<file path="src/rtl/dct_daa_writer.sv">
// dct_daa_writer
//
// Takes per-device ENTDAA results and packs each one into a 128-bit Device
// Characteristic Table entry. Each device supplies six PID bytes (MSB first),
// then BCR, then DCR, plus a dynamic address. The entry is written through the
// DCT hardware port. Consecutive devices go to consecutive indices, and the
// index wraps at DctDepth.
//
// Optional feature: define DCT_DAA_READBACK_EN to read every entry back after
// it is written. A readback that differs from the written entry sets the
// sticky error_o flag. When the macro is undefined, error_o is tied to 0.
//
// Ports:
//   clk_i, rst_i          clock, asynchronous active-high reset
//   start_i               begin a sequence (ignored while busy_o)
//   base_index_i          first DCT index, sampled on an accepted start
//   dev_count_i           maximum number of devices, sampled on an accepted start
//   abort_i               engine terminated DAA; no further devices
//   byte_valid_i/_ready_o byte stream handshake
//   byte_i                PID[47:40]..PID[7:0], BCR, DCR
//   dyn_addr_i            dynamic address, sampled with the 8th byte
//   dct_write_valid_o     DCT write strobe
//   dct_read_valid_o      DCT request strobe / full-mask qualifier
//   dct_index_o           DCT entry index
//   dct_wdata_o           DCT entry data
//   dct_rdata_i           DCT read data, valid the cycle after a request
//   busy_o, done_o        sequence in progress / one-cycle end pulse
//   entries_o             entries written in the current/last sequence
//   error_o               sticky readback mismatch
module dct_daa_writer #(
    parameter int unsigned DctAw    = 7,
    parameter int unsigned DctDepth = 128
) (
    input  logic             clk_i,
    input  logic             rst_i,
    input  logic             start_i,
    input  logic [DctAw-1:0] base_index_i,
    input  logic [DctAw:0]   dev_count_i,
    input  logic             abort_i,
    input  logic             byte_valid_i,
    output logic             byte_ready_o,
    input  logic [7:0]       byte_i,
    input  logic [6:0]       dyn_addr_i,
    output logic             dct_write_valid_o,
    output logic             dct_read_valid_o,
    output logic [DctAw-1:0] dct_index_o,
    output logic [127:0]     dct_wdata_o,
    input  logic [127:0]     dct_rdata_i,
    output logic             busy_o,
    output logic             done_o,
    output logic [DctAw:0]   entries_o,
    output logic             error_o
);

    localparam logic [DctAw-1:0] LastIdx = DctAw'(DctDepth - 1);
    localparam logic [DctAw:0]   CntOne  = (DctAw + 1)'(1);

    typedef enum logic [2:0] {
        StIdle,
        StCollect,
        StWrite,
`ifdef DCT_DAA_READBACK_EN
        StVerifyRd,
        StVerifyCmp,
`endif
        StDone
    } state_e;

    state_e           state_q;
    logic [DctAw-1:0] index_q;
    logic [DctAw:0]   remaining_q;
    logic [DctAw:0]   entries_q;
    logic [2:0]       byte_cnt_q;
    logic [47:0]      pid_q;
    logic [7:0]       bcr_q;
    logic [7:0]       dcr_q;
    logic [6:0]       dyn_q;
    logic             abort_pend_q;
    logic             wr_q;
    logic             rd_q;
    logic             done_q;
    logic             error_q;

    logic [DctAw-1:0] index_next;
    logic [127:0]     entry;

    assign index_next = (index_q == LastIdx) ? '0 : index_q + 1'b1;

    // The PID halves are swapped in the entry: PID[47:16] goes in the low word.
    assign entry = {25'd0, dyn_q, 16'd0, bcr_q, dcr_q, 16'd0, pid_q[15:0], pid_q[47:16]};

    always_ff @(posedge clk_i or posedge rst_i) begin
        if (rst_i) begin
            state_q      <= StIdle;
            index_q      <= '0;
            remaining_q  <= '0;
            entries_q    <= '0;
            byte_cnt_q   <= '0;
            pid_q        <= '0;
            bcr_q        <= '0;
            dcr_q        <= '0;
            dyn_q        <= '0;
            abort_pend_q <= 1'b0;
            wr_q         <= 1'b0;
            rd_q         <= 1'b0;
            done_q       <= 1'b0;
            error_q      <= 1'b0;
        end else begin
            wr_q   <= 1'b0;
            rd_q   <= 1'b0;
            done_q <= 1'b0;
            unique case (state_q)
                StIdle: begin
                    if (start_i) begin
                        entries_q    <= '0;
                        error_q      <= 1'b0;
                        abort_pend_q <= 1'b0;
                        byte_cnt_q   <= '0;
                        index_q      <= base_index_i;
                        remaining_q  <= dev_count_i;
                        if (dev_count_i == '0) begin
                            state_q <= StDone;
                            done_q  <= 1'b1;
                        end else begin
                            state_q <= StCollect;
                        end
                    end
                end
                StCollect: begin
                    if (abort_i) begin
                        // The partial device is dropped; no write is issued.
                        byte_cnt_q <= '0;
                        state_q    <= StDone;
                        done_q     <= 1'b1;
                    end else if (byte_valid_i) begin
                        byte_cnt_q <= byte_cnt_q + 3'd1;
                        case (byte_cnt_q)
                            3'd6: bcr_q <= byte_i;
                            3'd7: begin
                                dcr_q   <= byte_i;
                                dyn_q   <= dyn_addr_i;
                                state_q <= StWrite;
                                wr_q    <= 1'b1;
                                rd_q    <= 1'b1;
                            end
                            // Six shifts fully replace the previous PID.
                            default: pid_q <= {pid_q[39:0], byte_i};
                        endcase
                    end
                end
                StWrite: begin
                    entries_q   <= entries_q + CntOne;
                    remaining_q <= remaining_q - CntOne;
                    if (abort_i) begin
                        abort_pend_q <= 1'b1;
                    end
`ifdef DCT_DAA_READBACK_EN
                    state_q <= StVerifyRd;
                    rd_q    <= 1'b1;
`else
                    if (remaining_q == CntOne || abort_i || abort_pend_q) begin
                        state_q <= StDone;
                        done_q  <= 1'b1;
                    end else begin
                        state_q <= StCollect;
                        index_q <= index_next;
                    end
`endif
                end
`ifdef DCT_DAA_READBACK_EN
                StVerifyRd: begin
                    if (abort_i) begin
                        abort_pend_q <= 1'b1;
                    end
                    state_q <= StVerifyCmp;
                end
                StVerifyCmp: begin
                    if (dct_rdata_i != entry) begin
                        error_q <= 1'b1;
                    end
                    // remaining_q was already decremented in StWrite.
                    if (remaining_q == '0 || abort_i || abort_pend_q) begin
                        state_q <= StDone;
                        done_q  <= 1'b1;
                    end else begin
                        state_q <= StCollect;
                        index_q <= index_next;
                    end
                end
`endif
                StDone: begin
                    state_q <= StIdle;
                end
                default: begin
                    state_q <= StIdle;
                end
            endcase
        end
    end

    assign busy_o            = (state_q != StIdle);
    assign byte_ready_o      = (state_q == StCollect);
    assign dct_write_valid_o = wr_q;
    assign dct_read_valid_o  = rd_q;
    assign dct_index_o       = index_q;
    assign dct_wdata_o       = entry;
    assign done_o            = done_q;
    assign entries_o         = entries_q;

`ifdef DCT_DAA_READBACK_EN
    assign error_o = error_q;
`else
    logic unused_rdata;
    assign unused_rdata = ^{dct_rdata_i, error_q};
    assign error_o      = 1'b0;
`endif

endmodule

</file>
<file path="config.mk">
export PLATFORM = sky130hd
export DESIGN_NAME = dct_daa_writer
export DESIGN_NICKNAME = d
export VERILOG_FILES = /design/src/rtl/dct_daa_writer.sv
export SDC_FILE = /design/constraint.sdc
export NUM_CORES = 1
export LEC_CHECK = 0
export CAP_MARGIN = 20
export CORE_UTILIZATION = 33
export DETAILED_ROUTE_END_ITERATION = 8
export GPL_TIMING_DRIVEN = 0
export PLACE_DENSITY = 0.79
export SLEW_MARGIN = 10
export SYNTH_ARGS = -nofsm -noshare
export SYNTH_HDL_FRONTEND = slang
export SYNTH_SLANG_ARGS = --single-unit
export TNS_END_PERCENT = 10
</file>
<file path="constraint.sdc">
create_clock -name clk_i -period 3.3 [get_ports clk_i]
set_input_delay 0.66 -clock clk_i [delete_from_list [all_inputs] [get_ports clk_i]]
set_output_delay 0.66 -clock clk_i [all_outputs]
set_load 0.02 [all_outputs]
</file>
==> impl_metrics.tcl, run 1 <==
set metrics [dict create \
    status "complete, no violations" \
    core_sq_um 14530 \
    p_seq_share_pct 36.8 \
    p_clk_share_pct 19.4 \
    cap_violations 0 \
    antenna_found_initial 0 \
    ctsLongestPathBuffers 2 \
    hpwlAfterDp_um 8858 \
    yosysSeqAreaShare_pct 51.88 \
    dr.pass1.iters 4 \
    rsz0062_at_grt "no" \
    met3_usage_pct 2.015 \
    cp_max_fo 10 \
    layout_commonest_cell "clkdlybuf4s50_1" \
    post_cts_resized 0 \
    setup_viol 0 \
    grtUsageTotal_pct 15.01 \
    tns_ns 0 \
    cp.required_ns 2.64 \
    max_freq_ghz 0.4307 \
    dpl_cell_area_sq_um 6639 \
    gp_congestion 0.8317 \
    grt_use_met1_pct 19.28 \
    rows 44 \
    yosys_warnings 0 \
    async_flop_share_pct 100.0 \
    grt_max_degree 39 \
    synth_edf_count 0 \
    cts-hold-fix-buffers 0 \
    crit_chain "buf_6 > inv_1 > nand2_1 > clkdlybuf4s50_1" \
    ys.flop_type "dfrtp_1" \
    synth_top_area_cell "dfrtp_1" \
    arrival_ns 1.66 \
    cp_num_buf_inv 3 \
    final-max-slew-violation-count 0 \
    end_kind "primary output" \
    hold_class "reg -> reg" \
    route.vias.total 3672 \
    clock-sinks 102 \
    ys_types 50 \
    period_share_pct 70.35 \
    vias_per_cell 4.642 \
    fin_nets 772 \
    initial_core_util_pct 33.85 \
    wl_per_cell_um 14.34 \
    cts.clk_slew.worst_paths_ns 0.07 \
    p_int_w 0.003501 \
    sw_frac_of_total_pct 37.44 \
    cts_tree "built" \
    final_cell_mix "123 x clkdlybuf4s50_1, 102 x dfrtp_1, 72 x mux2_2" \
    drive_above_1_share_pct 28.83 \
    synth_area_leaders "dfrtp_1 52%, mux2_2 16%, buf_4 9.2%" \
    grt.met2_usage_pct 25.38 \
    die_w_um 124.1 \
    slew_headroom_pct 53.43 \
    drt_drc_violations_left 0 \
    power.density_nw_per_um2 805.8 \
    num_antenna_cells 0 \
    postCtsSetupRepairBufs 0 \
    skew_ns 0.006306 \
    critPathMaxStageDelay_ns 0.61 \
    synth_area_sq_um 4920 \
    die_y_um 124.1 \
    crit_type "reg -> out" \
    critical-path-top-delay-family "buffers and inverters" \
    grt_pass1_vias 3513 \
    portBuffers 123 \
    finalWirelength_um 11340 \
    ant_nets 0 \
    tightest_slew_ns 0.6948 \
    ir_drop_uv 311.9 \
    area_growth_pct 41.15 \
    p_switching_w 0.002095 \
    avgSynthCellArea_sq_um 12.03 \
    combPwrFrac_pct 43.8 \
    hold_violations 0 \
    top_usage_layer "met2" \
    clockRootBuffer "clkbuf_16" \
    start_kind "register" \
    synthCells 409 \
    yosysTopAreaCellShare_pct 51.88 \
    grt_pass1_wl_um 17730 \
    ys_ff_latch 102 \
    slowest_stage "clkdlybuf4s50_1" \
    h-tree-depth 3 \
    design_area_sq_um 6944 \
    numCtsBuffers 9 \
    period_needed_ns 2.322 \
    overflow 0 \
    dieArea_sq_um 15400 \
    insertion_delay_ns 0.34 \
    ios 312 \
    leakage_nw 3.288 \
    drt_iter0_markers 247 \
]
-- power by group through the flow --
stage	registers, W	clock network, W	logic (W)
detailed placement	0.00208	0	0.00246
floorplan	0.00239	0	0.00108
global placement	0.00205	0	0.00238
global route	0.00212	0.00117	0.00266
finish	0.00206	0.00109	0.00245
CTS	0.00206	0.00111	0.00247
-- cell families after synthesis --
| logic type | synth area share, % |
|---|---|
| flops | 51.88 |
| buf+inv | 12.69 |
| mux | 17.09 |
| simple gates | 7.986 |
| xor+xnor | 0.1781 |
| other cells | 0.07622 |
| fa+ha+maj | 1.780 |
| compound gates | 8.317 |
-- registers in the layout, summed over array words and instances, names as in the netlist --
register and cells:
pid_q 48, dct_read_valid_o 1, abort_pend_q 1, remaining_q 8, state_q 2, dcr_q 8, entries_o 8, dct_index_o 7
byte_cnt_q 3, done_o 1, bcr_q 8, dyn_q 7
-- cells in the mapped netlist, drive strengths merged, types with 2 or more instances --
cell type    n
nor2        11
buf         73
nand4b       2
mux2        72
nand4        3
nand3       12
and4         2
nor3         5
nand2b       3
or2          2
nor4         4
a22o         3
o21bai       2
o22a         2
a31oi        3
ha           7
a2bb2oi      3
dfrtp      102
o22ai        7
inv         11
a21oi       16
clkbuf       4
mux2i        3
nand2       20
o21ai       18
a22oi        4
-- worst paths after layout --
check                                  to  cells after the start  slack, ns          start
hold reg to reg              entries_o[7]                      1       0.47   entries_o[7]
setup / recovery                   busy_o                      4       0.98     state_q[1]
max in group asynchronous  dct_index_o[5]                      4       1.69          rst_i
min in group asynchronous  dct_index_o[0]                      2       0.75          rst_i
setup reg to reg                 dyn_q[1]                      6       1.25  byte_cnt_q[0]
hold / removal               entries_o[7]                      1       0.47   entries_o[7]
-- routing by layer --
metal  vias up  routed length [um]  share of wire (%)
met4         0                 178                1.6
met2       154                5707                 50
li1       1711                   -                  -
met3        13                 640                5.6
met1      1794                4816                 42
met5         -                   0                  0
-- stage by stage --
step | total power [W] | cells | hold WS [ns] | setup WS (ns) | utilization (%)
finish | 0.005596 | 791 | 0.4742 | 0.9785 | 47.78
global route | 0.005945 | 791 | 0.4827 | 0.8821 | 47.78
CTS | 0.005637 | 791 | 0.4744 | 0.9708 | 47.78
detailed placement | 0.004540 | 775 | 0.4640 | 0.6891 | 45.68
global placement | 0.004422 | 773 | 0.4741 | 0.4151 | 45.40
floorplan | 0.003470 | 466 | 0.4584 | 1.422 | -
-- area by class of cell --
cell class / count / area [sq um]
Buffer: 77 / 583.1
Clock buffer: 9 / 225.2
Clock inverter: 7 / 80.08
Fill cell: 1322 / 7590
Inverter: 11 / 45.04
Multi-Input combinational cell: 276 / 1957
Sequential cell: 102 / 2552
Tap cell: 184 / 230.2
Timing Repair Buffer: 125 / 1271
Note: power is estimated with default switching activity, not from simulation.
==> run 2, diff against run 1 <==
CORE_AREA = 2 2 122 124   (was unset)
CORE_UTILIZATION = unset   (was 33)
DIE_AREA = 0 0 124 126   (was unset)
PLACE_DENSITY = 0.78   (was 0.79)
clock period = 2.4 ns   (was 3.3 ns; I/O delays follow)
==> run 2 against run 1 <==
Setup slack worse by 0.74 ns. Largest cell class unchanged. Global-route usage down 0.079 points. Sequential share of layout area about the same. Non-clock buffer count unchanged. Clock power up 34%. Sequential power up 37%. Largest power group unchanged. Clock skew up 0.0047 ns. Critical path depth down 1. Total power up 37%. Combinational power up 38%. Highest routed layer unchanged. Critical endpoint is now byte_ready_o.
==> impl_metrics.tcl, run 2 (synthesis results as in run 1) <==
set metrics [dict create \
    hold_class "in -> reg" \
    portBuffers 123 \
    crit_chain "nand2b_4 > inv_1 > clkdlybuf4s50_1" \
    period_share_pct 89.98 \
    regMostFlops "pid_q" \
    rows 44 \
    die_w_um 124 \
    setup_viol 0 \
    max_freq_ghz 0.4630 \
    largest_reg_flops 48 \
    power.density_nw_per_um2 1106 \
    status "complete, no violations" \
    cp_num_buf_inv 2 \
    drt_iter0_markers 177 \
    slew_headroom_pct 55.91 \
    num_antenna_cells 0 \
    fin_total_pwr_w 0.007673 \
    tns_ns 0 \
    tightest_slew_ns 0.6578 \
    ir_drop_uv 532.9 \
    hold_violations 0 \
    final_cell_mix "123 x clkdlybuf4s50_1, 102 x dfrtp_1, 72 x mux2_2" \
    cts_tree "built" \
    wl_per_cell_um 14.77 \
    drt_drc_violations_left 0 \
    gp_congestion 0.8371 \
    leakage_nw 3.289 \
    route.vias.total 3642 \
    hpwlAfterDp_um 9074 \
    critical-path-top-delay-family "buffers and inverters" \
    finalWirelength_um 11690 \
    ctsLongestPathBuffers 2 \
    overflow 0 \
    cp_max_fo 5 \
    fin_nets 772 \
    critPathMaxStageDelay_ns 0.61 \
    post_cts_resized 0 \
    clock-sinks 102 \
    end_kind "primary output" \
    drive_above_1_share_pct 28.83 \
    start_kind "register" \
    vias_per_cell 4.604 \
    postCtsSetupRepairBufs 0 \
    insertion_delay_ns 0.35 \
    slowest_stage "clkdlybuf4s50_1" \
    final-max-slew-violation-count 0 \
    initial_core_util_pct 34.37 \
    dr.pass1.iters 4 \
    layout_commonest_cell "clkdlybuf4s50_1" \
    die_y_um 126 \
    grt_max_degree 40 \
    grt_pass1_wl_um 18450 \
    crit_type "reg -> out" \
    cp.required_ns 1.92 \
    ant_nets 0 \
    clockRootBuffer "clkbuf_16" \
    nFillCells 1268 \
    numCtsBuffers 9 \
    period_needed_ns 2.160 \
    ios 312 \
    h-tree-depth 3 \
    rsz0062_at_grt "no" \
    grt_pass1_vias 3679 \
    cap_violations 0 \
    core_sq_um 14310 \
    grtUsageTotal_pct 14.93 \
    arrival_ns 1.68 \
    cts-hold-fix-buffers 0 \
    antenna_found_initial 0 \
    skew_ns 0.01098 \
    dieArea_sq_um 15620 \
    cts.clk_slew.worst_paths_ns 0.07 \
    area_growth_pct 41.02 \
]
==> run 2: final cells by class <==
class	instances	area [sq um]	area share, %
clock inverters	5	46.29	0.6673
plain buffers	77	583.1	8.404
clock buffers	11	252.7	3.643
multi-input cells	276	1957	28.21
well taps	184	230.2	3.318
inverters	11	45.04	0.6492
repair buffers	125	1271	18.32
flip-flops and latches	102	2552	36.79
==> run 2: final timing paths <==
| kind | cells past startpoint | slack (ns) | to | from |
|---|---|---|---|---|
| min in group asynchronous | 2 | 0.57 | state_q[1] | rst_i |
| worst min-delay path | 2 | 0.42 | abort_pend_q | abort_i |
| worst max register to register | 6 | 0.38 | dcr_q[0] | byte_cnt_q[1] |
| worst min register to register | 1 | 0.50 | entries_o[7] | entries_o[7] |
| max in group asynchronous | 4 | 0.97 | dcr_q[7] | rst_i |
| worst max-delay path | 3 | 0.24 | byte_ready_o | state_q[1] |
==> run 2: worst register-to-register path, delay by kind of cell, from the launching register on <==
kind | cells | cell delay, ns
adder cells (fa/ha/maj) | 2 | 0.31
multiplexers | 1 | 0.34
flip-flops | 1 | 0.40
buffers and inverters | 1 | 0.24
AND/OR/NAND/NOR | 2 | 0.61
==> run 2: power breakdown <==
group          total [W]  leakage [nW]  internal [W]  switching, W
registers        0.00283          1.32       0.00229      0.000540
clock network    0.00146         0.149      0.000784      0.000676
logic            0.00338          1.82       0.00170       0.00169
total            0.00767          3.29       0.00477       0.00290
==> run 2: stage by stage <==
step	instance area (sq um)	utilization, %	hold slack, ns	cells	worst slack [ns]
after detailed placement	6639	46.38	0.4764	775	-0.02998
after CTS	6938	48.47	0.4158	791	0.2378
after global placement	6599	46.10	0.4754	773	-0.2974
after global routing	6938	48.47	0.4450	791	0.2038
after floorplan	5137	-	0.4584	466	0.7021
final	6938	48.47	0.4212	791	0.2404
==> run 2: routing by layer <==
layer  share of wire, %  track usage, %  vias up
li1                   -               -     1716
met1                 42           18.24     1767
met2                 51           26.24      141
met3                5.2           1.947       18
met4                2.1           6.213        0
met5                  0               0        -
==> run 3, diff against run 2 <==
PLACE_DENSITY = 0.76   (was 0.78)
==> run 3 against run 2 <==
First-iteration DRC count rose by 28%. Non-clock buffer count unchanged. Cell count unchanged. Total power grew 0.69%. Global-route usage hardly changed. Critical path type unchanged. Critical endpoint is now busy_o. Highest routed layer unchanged.
==> impl_metrics.tcl, run 3 (synthesis results as in run 1) <==
set metrics [dict create \
    status "complete, no violations" \
    gp_congestion 0.7926 \
    post-place-ws_ns -0.01653 \
    rr_startpoint "byte_cnt_q[0]" \
    start_kind "register" \
    overflow 0 \
    ios 312 \
    clock-sinks 102 \
    wl_per_cell_um 14.61 \
    vias_per_cell 4.612 \
    tightest_slew_ns 0.6751 \
    tns_ns 0 \
    r2r_cells 6 \
    nFillCells 1271 \
    cap_violations 0 \
    hold_violations 0 \
    critPathMaxStageDelay_ns 0.61 \
    dp_cells 775 \
    ant_nets 0 \
    dr.pass1.iters 4 \
    rows 44 \
    ctsLongestPathBuffers 2 \
    insertion_delay_ns 0.35 \
    h-tree-depth 3 \
    reg2reg_slack_ns 0.37 \
    drt_iter0_markers 226 \
    post_cts_resized 0 \
    finalWorstSetupSlack_ns 0.2717 \
    slowest_stage "clkdlybuf4s50_1" \
    cp_max_fo 10 \
    crit_type "reg -> out" \
    postCtsSetupRepairBufs 0 \
    drt_drc_violations_left 0 \
    slew_headroom_pct 54.75 \
    crit_chain "buf_6 > inv_1 > nand2_1 > clkdlybuf4s50_1" \
    cts.clk_slew.worst_paths_ns 0.07 \
    period_share_pct 88.68 \
    regMostFlops "pid_q" \
    route.vias.total 3648 \
    arrival_ns 1.65 \
    fin_total_pwr_w 0.007726 \
    clockRootBuffer "clkbuf_16" \
    cts_tree "built" \
    final-max-slew-violation-count 0 \
    final_cell_mix "123 x clkdlybuf4s50_1, 102 x dfrtp_1, 72 x mux2_2" \
    num_antenna_cells 0 \
    die_w_um 124 \
    period_needed_ns 2.128 \
    critPathCapture "busy_o" \
    portBuffers 123 \
    hpwlAfterDp_um 8938 \
    largest_reg_flops 48 \
    grt_max_degree 41 \
    die_y_um 126 \
    min_from "abort_i" \
    core_sq_um 14310 \
    grtUsageTotal_pct 14.92 \
    startpoint "state_q[1]" \
    grt_pass1_vias 3450 \
    instances_no_fill 791 \
    initial_core_util_pct 34.37 \
    max_freq_ghz 0.4699 \
    r2r_end "dcr_q[1]" \
    power.density_nw_per_um2 1111 \
    antenna_found_initial 0 \
    area_growth_pct 41.33 \
    cts-hold-fix-buffers 0 \
    cp.required_ns 1.92 \
    numCtsBuffers 9 \
    ir_drop_uv 579.8 \
    dieArea_sq_um 15620 \
    setup_viol 0 \
    leakage_nw 3.294 \
    finalWirelength_um 11560 \
    grt_pass1_wl_um 18030 \
    hold_class "in -> reg" \
    end_kind "primary output" \
    rsz0062_at_grt "no" \
    drive_above_1_share_pct 28.83 \
    fin_nets 772 \
    layout_commonest_cell "clkdlybuf4s50_1" \
    skew_ns 0.009850 \
]
run 3: worst min-delay path by stage:
| stage | end | cells after the start |
|---|---|---|
| 6_report | abort_pend_q | 2 |
| 5_1_grt | abort_pend_q | 2 |
| 4_1_cts | abort_pend_q | 2 |
| 3_5_place_dp | abort_pend_q | 1 |
| 3_3_place_gp | abort_pend_q | 1 |
| 2_1_floorplan | abort_pend_q | 1 |
run 3: worst max-delay path: cells and delay by family, from the launching register on:
family	cells	cell delay [ns]
buffers and inverters	3	0.84
AND/OR/NAND/NOR	1	0.07
flip-flops	1	0.41
run 3: layout make-up:
cell class | instances | area (sq um) | area share (%)
sequential | 102 | 2552 | 36.71
multi-input combinational | 276 | 1957 | 28.14
timing repair buffer | 125 | 1271 | 18.28
buffer | 77 | 583.1 | 8.386
tap | 184 | 230.2 | 3.311
clock buffer | 9 | 225.2 | 3.239
clock inverter | 7 | 88.84 | 1.278
inverter | 11 | 45.04 | 0.6478
run 3: per-stage QoR:
stage                     hold WS [ns]  area (sq um)  util (%)
final                           0.4251          6953     48.58
after global routing            0.4250          6953     48.58
after CTS                       0.4165          6953     48.58
after detailed placement        0.4809          6639     46.38
after global placement          0.4754          6599     46.10
after floorplan                 0.4584          5137         -
run 3: per-layer routing:
metal  vias to the layer above  wire length (um)  track usage (%)
li1                       1722                 -                -
met1                      1776              4912            19.46
met2                       138              5896            25.24
met3                        12               560            1.766
met4                         0               186            5.684
met5                         -                 0                0
run 3: where the power goes:
part	switching, W	total [W]	internal, W
Combinational	0.00168	0.00338	0.00170
Clock	0.000683	0.00152	0.000833
Sequential	0.000542	0.00283	0.00229
Total	0.00291	0.00773	0.00482
